[src/rtl/fetch_stage.sv]
// Instruction-fetch stage: PC register, next-PC selection and IF/ID pipeline register.
// Define FETCH_EARLY_BRANCH_EN to let BranchTakenE/ALUResultE redirect the PC from execute.
module fetch_stage #(
   parameter int N = 24
) (
   input  logic         clk,
   input  logic         rst,
   input  logic [N-1:0] ResultW,
   input  logic [N-1:0] ALUResultE,
   input  logic         PCSrcW,
   input  logic         BranchTakenE,
   input  logic         StallF,
   input  logic         StallD,
   input  logic         FlushD,
   input  logic [N-1:0] instruction,
   output logic [N-1:0] PCF,
   output logic [N-1:0] InstrD,
   output logic         InstrD_vector,
   output logic [N-1:0] PCPlus8D
);

   logic [N-1:0] pc_q, pc_d;
   logic [N-1:0] instr_q, instr_d;
   logic         vector_q, vector_d;
   logic [N-1:0] pc_plus8_q, pc_plus8_d;
   logic [N-1:0] pc_plus4_f;
   logic [N-1:0] pc_next1;
   logic [N-1:0] pc_next;

   assign pc_plus4_f = pc_q + N'(4);
   assign pc_next1   = PCSrcW ? ResultW : pc_plus4_f;

`ifdef FETCH_EARLY_BRANCH_EN
   // Execute-stage branch resolution overrides a simultaneous writeback redirect.
   assign pc_next = BranchTakenE ? ALUResultE : pc_next1;
`else
   logic unused_branch_inputs;
   assign unused_branch_inputs = ^{BranchTakenE, ALUResultE};
   assign pc_next = pc_next1;
`endif

   // StallF and StallD are write enables: 1 lets the register update.
   always_comb begin
      pc_d = pc_q;
      if (StallF) begin
         pc_d = pc_next;
      end
   end

   always_comb begin
      instr_d    = instr_q;
      vector_d   = vector_q;
      pc_plus8_d = pc_plus8_q;
      if (FlushD) begin
         instr_d    = '0;
         vector_d   = 1'b0;
         pc_plus8_d = '0;
      end else if (StallD) begin
         instr_d    = instruction;
         vector_d   = instruction[20];
         pc_plus8_d = pc_plus4_f;
      end
   end

   always_ff @(posedge clk or posedge rst) begin
      if (rst) begin
         pc_q       <= '0;
         instr_q    <= '0;
         vector_q   <= 1'b0;
         pc_plus8_q <= '0;
      end else begin
         pc_q       <= pc_d;
         instr_q    <= instr_d;
         vector_q   <= vector_d;
         pc_plus8_q <= pc_plus8_d;
      end
   end

   assign PCF           = pc_q;
   assign InstrD        = instr_q;
   assign InstrD_vector = vector_q;
   assign PCPlus8D      = pc_plus8_q;

endmodule

[config.mk]
export PLATFORM = sky130hd
export DESIGN_NAME = fetch_stage
export DESIGN_NICKNAME = d
export VERILOG_FILES = /design/src/rtl/fetch_stage.sv
export SDC_FILE = /design/constraint.sdc
export NUM_CORES = 1
export LEC_CHECK = 0
export CORE_ASPECT_RATIO = 0.75
export CORE_MARGIN = 1.5
export CORE_UTILIZATION = 43
export DETAILED_ROUTE_END_ITERATION = 10
export PLACE_DENSITY = 0.84
export SYNTH_ARGS = -nofsm -noshare
export SYNTH_HDL_FRONTEND = slang
export SYNTH_SLANG_ARGS = --single-unit
[constraint.sdc]
create_clock -name clk -period 2.75 [get_ports clk]
set_input_delay 0.4125 -clock clk [delete_from_list [all_inputs] [get_ports clk]]
set_output_delay 0.4125 -clock clk [all_outputs]
set_load 0.005 [all_outputs]
==> results of run 1 <==
metrics by stage:
step / utilization [%] / hold slack [ns] / worst slack (ns) / cell area (um^2) / instances
after floorplan: - / 0.488 / 0.513 / 3540 / 354
after global placement: 61.7 / 0.496 / 0.725 / 4880 / 564
after global routing: 64.2 / 0.527 / 0.472 / 5090 / 580
after detailed placement: 61.7 / 0.502 / 0.679 / 4880 / 564
final: 64.2 / 0.474 / 0.623 / 5090 / 580
after CTS: 64.2 / 0.489 / 0.674 / 5090 / 580
sequential cells by signal (all words and copies together) (netlist names):
signal / flops
InstrD: 24
PCPlus8D: 24
PCF: 24
area by class of cell:
cell class                      count  area, um^2  area share (%)
Multi-Input combinational cell    249        1610            31.6
Clock inverter                      5        62.6            1.23
Inverter                            6        22.5           0.443
Timing Repair Buffer              132        1320            26.0
Tap cell                          105         131            2.58
Clock buffer                       11         141            2.78
Sequential cell                    72        1800            35.4
path summary, 6_finish.rpt:
path | start | end | cells past startpoint
setup / recovery | PCF[2] | PCF[13] | 4
hold / removal | rst | InstrD[14] | 2
setup reg to reg | PCF[2] | PCF[13] | 4
hold reg to reg | InstrD[13] | InstrD[13] | 2
max in group asynchronous | rst | PCPlus8D[6] | 3
min in group clk | InstrD[13] | InstrD[13] | 2
metal layers:
metal | global-route usage (%) | wire (um) | vias to the layer above
li1 | - | - | 1486
met5 | 0 | 0 | -
met3 | 6.11 | 770 | 11
met4 | 5.13 | 89 | 0
met1 | 30.8 | 4390 | 1480
met2 | 33.9 | 4210 | 120
where the power goes:
part / leakage, nW / switching (W) / total, W / internal [W]
sequential: 0.918 / 0.000134 / 0.00129 / 0.00116
combinational: 1.18 / 0.000261 / 0.000632 / 0.000371
clock: 0.0966 / 0.000406 / 0.000857 / 0.000450
Yosys cell counts, types with 2 or more instances:
master / n
dfrtp_1: 72
xnor2_1: 6
mux2i_1: 29
o311ai_0: 6
nand2b_1: 2
nand2_1: 22
and4_1: 4
xor2_1: 13
inv_1: 6
clkbuf_1: 19
nor2_1: 55
a21oi_1: 16
o21ai_0: 13
nand3_1: 18
and3_1: 3
buf_1: 5
nand4_2: 2
a211oi_1: 20
a22o_1: 10
nand4_1: 3
nor2b_1: 9
o31ai_1: 2
nor3_1: 3
or3_1: 2
buf_2: 2
kinds of logic after synthesis:
kind of cell	after synthesis	share of synthesized area (%)
AOI/OAI and AO/OA	71	13.7
muxes	29	8.21
and+or+nand+nor	129	18.4
xor gates and xnor gates	19	4.70
buffers and inverters	33	3.68
adders and majority gates	1	0.354
DFF	72	50.9
==> summary.txt, run 1 <==
filler instances: 685
Die Area: 8780 um^2
CTS tree: yes
Worst-path clk slew: 0.08 ns
share of cells above drive strength 1: 6.53%
TritonRoute pass-1 iters: 5
clock root buffer: clkbuf_8
RSZ-0062 raised after global routing: false
post-CTS setup buffers: 0
Worst setup EP type: register
slowest CP cell: dfrtp_1
pin count of the biggest net entering global routing: 51
Tcrit/Tclk final: 77.4%
vias post-DR: 3097
critical path class: reg2reg
Critical Path AT: 2.33 ns
async set-or-reset flop fraction in the synthesized netlist: 100%
Clock Skew: 0.0127 ns
CTS HTree Levels: 3
total wire length: 9.46 mm
required time worst endpoint: 2.95 ns
PostCTS Resize Cnt: 0
cells after synthesis: 354
row count: 28
port bufs: 126
Slew Limit Fails: 0
Pleak: 2.19 nW
final hold vios: 0
Final Power: 0.00278 W
drt drc: 0
Die Y: 81.5 um
Post-DP HPWL: 6.81 mm
Peak VDD IR: 0.316 mV
die width: 108 um
Yosys top cell by area: dfrtp_1
sequential area share after synthesis: 50.9%
total track usage: 21.9%
Top Family by Delay on Critical Path: simple AND/OR/NAND/NOR gates
Initial Util: 44.7%
Peak Freq: 470 MHz
vias in the first global route: 2909
core outline area: 7920 um^2
Avg Vias per Cell: 5.34
first-pass GRT wire length: 14.7 mm
Startpoint Class: register
antenna cells: 0
Area Overhead vs Synth: 43.8%
total CTS buffers: 9
max incr delay on CP: 0.48 ns
Net Count, Synth: 434
Post-CTS Hold Fix Bufs: 0
CP max FO: 7
Power Density: 547 nW/um^2
post-synthesis average cell area: 9.99 um^2
max_slew headroom: 37.7%
outcome: completed
Hold Path Class: in2async
most frequent cells in the layout: clkdlybuf4s50_1, dfrtp_1, nor2_1
synthesized flop and latch total: 72
max-cap violation count: 0
Top-Level Pins: 152
top post-synthesis cells by area: dfrtp_1, mux2i_1, nor2_1
worst-margin pin slew: 0.934 ns
total congestion overflow: 0
clock tree buffer depth: 2
Main synth FF type: dfrtp_1
# setup viols final: 0
reg2reg setup slack: 0.62 ns
Worst Path Buf+Inv: 0
# nets final: 550
Post-Syn Area: 3540 um^2
initial antenna violation count: 0
setup TNS: 0 ns
post-layout min period: 2.13 ns
post-route ant nets: 0
top cell type's share of synthesized area: 50.9%
drt wl/cell: 16.3 um
commonest non-fill, non-tap cell in the layout: clkdlybuf4s50_1
latest clock arrival within the worst-skew pair: 0.35 ns
1st-iter DRT viols: 219
GP Congestion: 0.901
Synth warnings: 0
synth unique cells: 37
crit-path cells: and4_1, nand3_1, or2_2, o311ai_0
EDFF count, synth: 0
clock tree sinks: 72
(Power assumes the default switching activity.)
==> inputs of run 2 (changes only) <==
--- a/config.mk
+++ b/config.mk
@@ -7,9 +7,9 @@
 export LEC_CHECK = 0
 export CORE_ASPECT_RATIO = 0.75
 export CORE_MARGIN = 1.5
-export CORE_UTILIZATION = 43
+export CORE_UTILIZATION = 38
 export DETAILED_ROUTE_END_ITERATION = 10
-export PLACE_DENSITY = 0.84
+export PLACE_DENSITY = 0.79
 export SYNTH_ARGS = -nofsm -noshare
 export SYNTH_HDL_FRONTEND = slang
 export SYNTH_SLANG_ARGS = --single-unit
==> constraint.sdc (replaced) <==
create_clock -name clk -period 1.8 [get_ports clk]
set_input_delay 0.27 -clock clk [delete_from_list [all_inputs] [get_ports clk]]
set_output_delay 0.27 -clock clk [all_outputs]
set_load 0.005 [all_outputs]
==> run 2 against run 1 <==
Die area rose by 13%. Critical path type is now reg2out. Via count increased by 4.1%. Setup slack worse by 0.55 ns. Register-to-register slack worse by 0.55 ns. Largest power group unchanged.
==> summary.txt, run 2 (synthesis results as in run 1) <==
# nets final: 576 (+4.7%)
RSZ-0062 raised after global routing: false
port bufs: 126 (unchanged)
Post-DP HPWL: 7.35 mm (+7.9%)
GP Congestion: 0.849 (-5.8%)
Post-CTS Hold Fix Bufs: 0 (unchanged)
# setup viols final: 0 (unchanged)
CP max FO: 7 (unchanged)
Area Overhead vs Synth: 55.2%
Pleak: 2.39 nW (+9.0%)
Peak Freq: 577 MHz
Avg Vias per Cell: 5.13 (-4.0%)
Clock Skew: 0.00549 ns (-0.00719 ns)
total congestion overflow: 0 (unchanged)
Critical Path AT: 1.46 ns (-0.87 ns)
total CTS buffers: 9 (unchanged)
pin count of the biggest net entering global routing: 36 (-29%)
max-cap violation count: 0 (unchanged)
start point of the critical path: PCF[6]
crit-path cells: buf_4, clkdlybuf4s50_1
vias in the first global route: 3167 (+8.9%)
commonest non-fill, non-tap cell in the layout: clkdlybuf4s50_1
clock root buffer: clkbuf_16
final hold vios: 0 (unchanged)
max_slew headroom: 67.8% (+30 points)
met3 Use GR: 6.29% (+0.18 points)
GR peak layer: met2
Startpoint Class: register
core outline area: 9050 um^2 (+14%)
worst r2r src: PCF[11]
share of cells above drive strength 1: 13.2% (+6.6 points)
post-route ant nets: 0 (unchanged)
critical path class: reg2out
Initial Util: 39.1% (-5.6 points)
Top Family by Delay on Critical Path: buffers and inverters
post-layout min period: 1.73 ns
met2 usage: 34.3% (+0.35 points)
CTS tree: yes
1st-iter DRT viols: 171 (-22%)
Hold Path Class: in2async
Slew Limit Fails: 0 (unchanged)
initial antenna violation count: 0 (unchanged)
max incr delay on CP: 0.50 ns (+0.02 ns)
total track usage: 20.7% (-1.2 points)
Worst setup EP type: primary output
Top-Level Pins: 152 (unchanged)
setup TNS: 0 ns (unchanged)
first-pass GRT wire length: 15.8 mm (+7.2%)
Hold WS: 0.308 ns (-0.165 ns)
TritonRoute pass-1 iters: 4 (-1)
most frequent cells in the layout: clkdlybuf4s50_1, dfrtp_1, nor2_1
Die Y: 86.6 um (+6.1%)
filler instances: 761 (+11%)
worst-margin pin slew: 0.481 ns (-0.453 ns)
clock tree sinks: 72 (unchanged)
final non-filler cell total: 629 (+8.4%)
total wire length: 10.1 mm (+6.8%)
Worst Path Buf+Inv: 2 (+2)
vias post-DR: 3224 (+4.1%)
required time worst endpoint: 1.53 ns (-1.42 ns)
M1 GR Usage: 26.3% (-4.4 points)
Die Area: 9900 um^2 (+13%)
Worst-path clk slew: 0.06 ns (-0.02 ns)
Power Density: 898 nW/um^2 (+64%)
die width: 114 um (+6.2%)
outcome: completed
drt drc: 0 (unchanged)
drt wl/cell: 16.1 um (-1.6%)
clock tree buffer depth: 2 (unchanged)
Final Power: 0.00493 W (+77%)
slowest CP cell: clkdlybuf4s50_1
latest clock arrival within the worst-skew pair: 0.33 ns (-0.02 ns)
Peak VDD IR: 0.416 mV (+31%)
CTS HTree Levels: 3 (unchanged)
Tcrit/Tclk final: 96.2%
antenna cells: 0 (unchanged)
dpl cells: 612 (+8.5%)
row count: 30 (+7.1%)
-- run 2: cell types whose count changed in the layout (fill, tap and decap cells not counted), moves of 4 or more --
cell,change
buf_4,+24
clkbuf_16,+9
clkbuf_8,-8
dfrtp_1,-4
dfrtp_2,+4
-- run 2: worst register-to-register path, cell delays in order (launching register included) --
cell     delay, ns
dfrtp_1       0.41
nand4_4       0.19
nor4_4        0.27
buf_4         0.18
nand4_2       0.14
or3_1         0.38
nand3_1       0.09
-- run 2: power breakdown --
| group | total [W] | switching, W | internal, W |
|---|---|---|---|
| sequential | 0.00193 | 0.000152 | 0.00178 |
| clock | 0.00187 | 0.000717 | 0.00116 |
| combinational | 0.00113 | 0.000478 | 0.000649 |
-- run 2: worst paths after layout --
check,endpoint,slack [ns],cells past startpoint
worst max-delay path,PCF[6],0.07,2
worst min-delay path,InstrD[9],0.31,2
worst max register to register,PCF[22],0.07,6
worst min register to register,InstrD[12],0.52,2
max in group asynchronous,PCF[2],0.95,3
min in group clk,PCPlus8D[7],0.35,2
-- run 2: final cells by class --
cell class                      instances  area, um^2  share of cell area (%)
Clock buffer                           11         253                    4.60
Clock inverter                          5        62.6                    1.14
Inverter                                6        26.3                   0.479
Multi-Input combinational cell        249        1640                    29.9
Sequential cell                        72        1810                    32.9
Tap cell                              128         160                    2.92
Timing Repair Buffer                  158        1540                    28.1
-- run 2: repair_timing --
action                     in CTS  in global routing
resized for setup               1                 12
setup endpoints to repair       1                 20
buffers inserted                0                  1
pin swaps                       0                  2
gates cloned                    0                  0
-- run 2: layer usage --
metal / wire length (um) / part of all wire [%]
met3: 883 / 8.7
met4: 63 / 0.62
met5: 0 / 0
met1: 4380 / 43
met2: 4770 / 47
-- run 2: stage by stage --
step                      cell area (um^2)  setup WS (ns)  util (%)
after floorplan                       3540         0.0796         -
after global placement                5130         0.0817      56.7
after detailed placement              5130        -0.0418      56.7
after CTS                             5440       0.000309      60.2
after global routing                  5490         0.0108      60.7
final                                 5490         0.0680      60.7
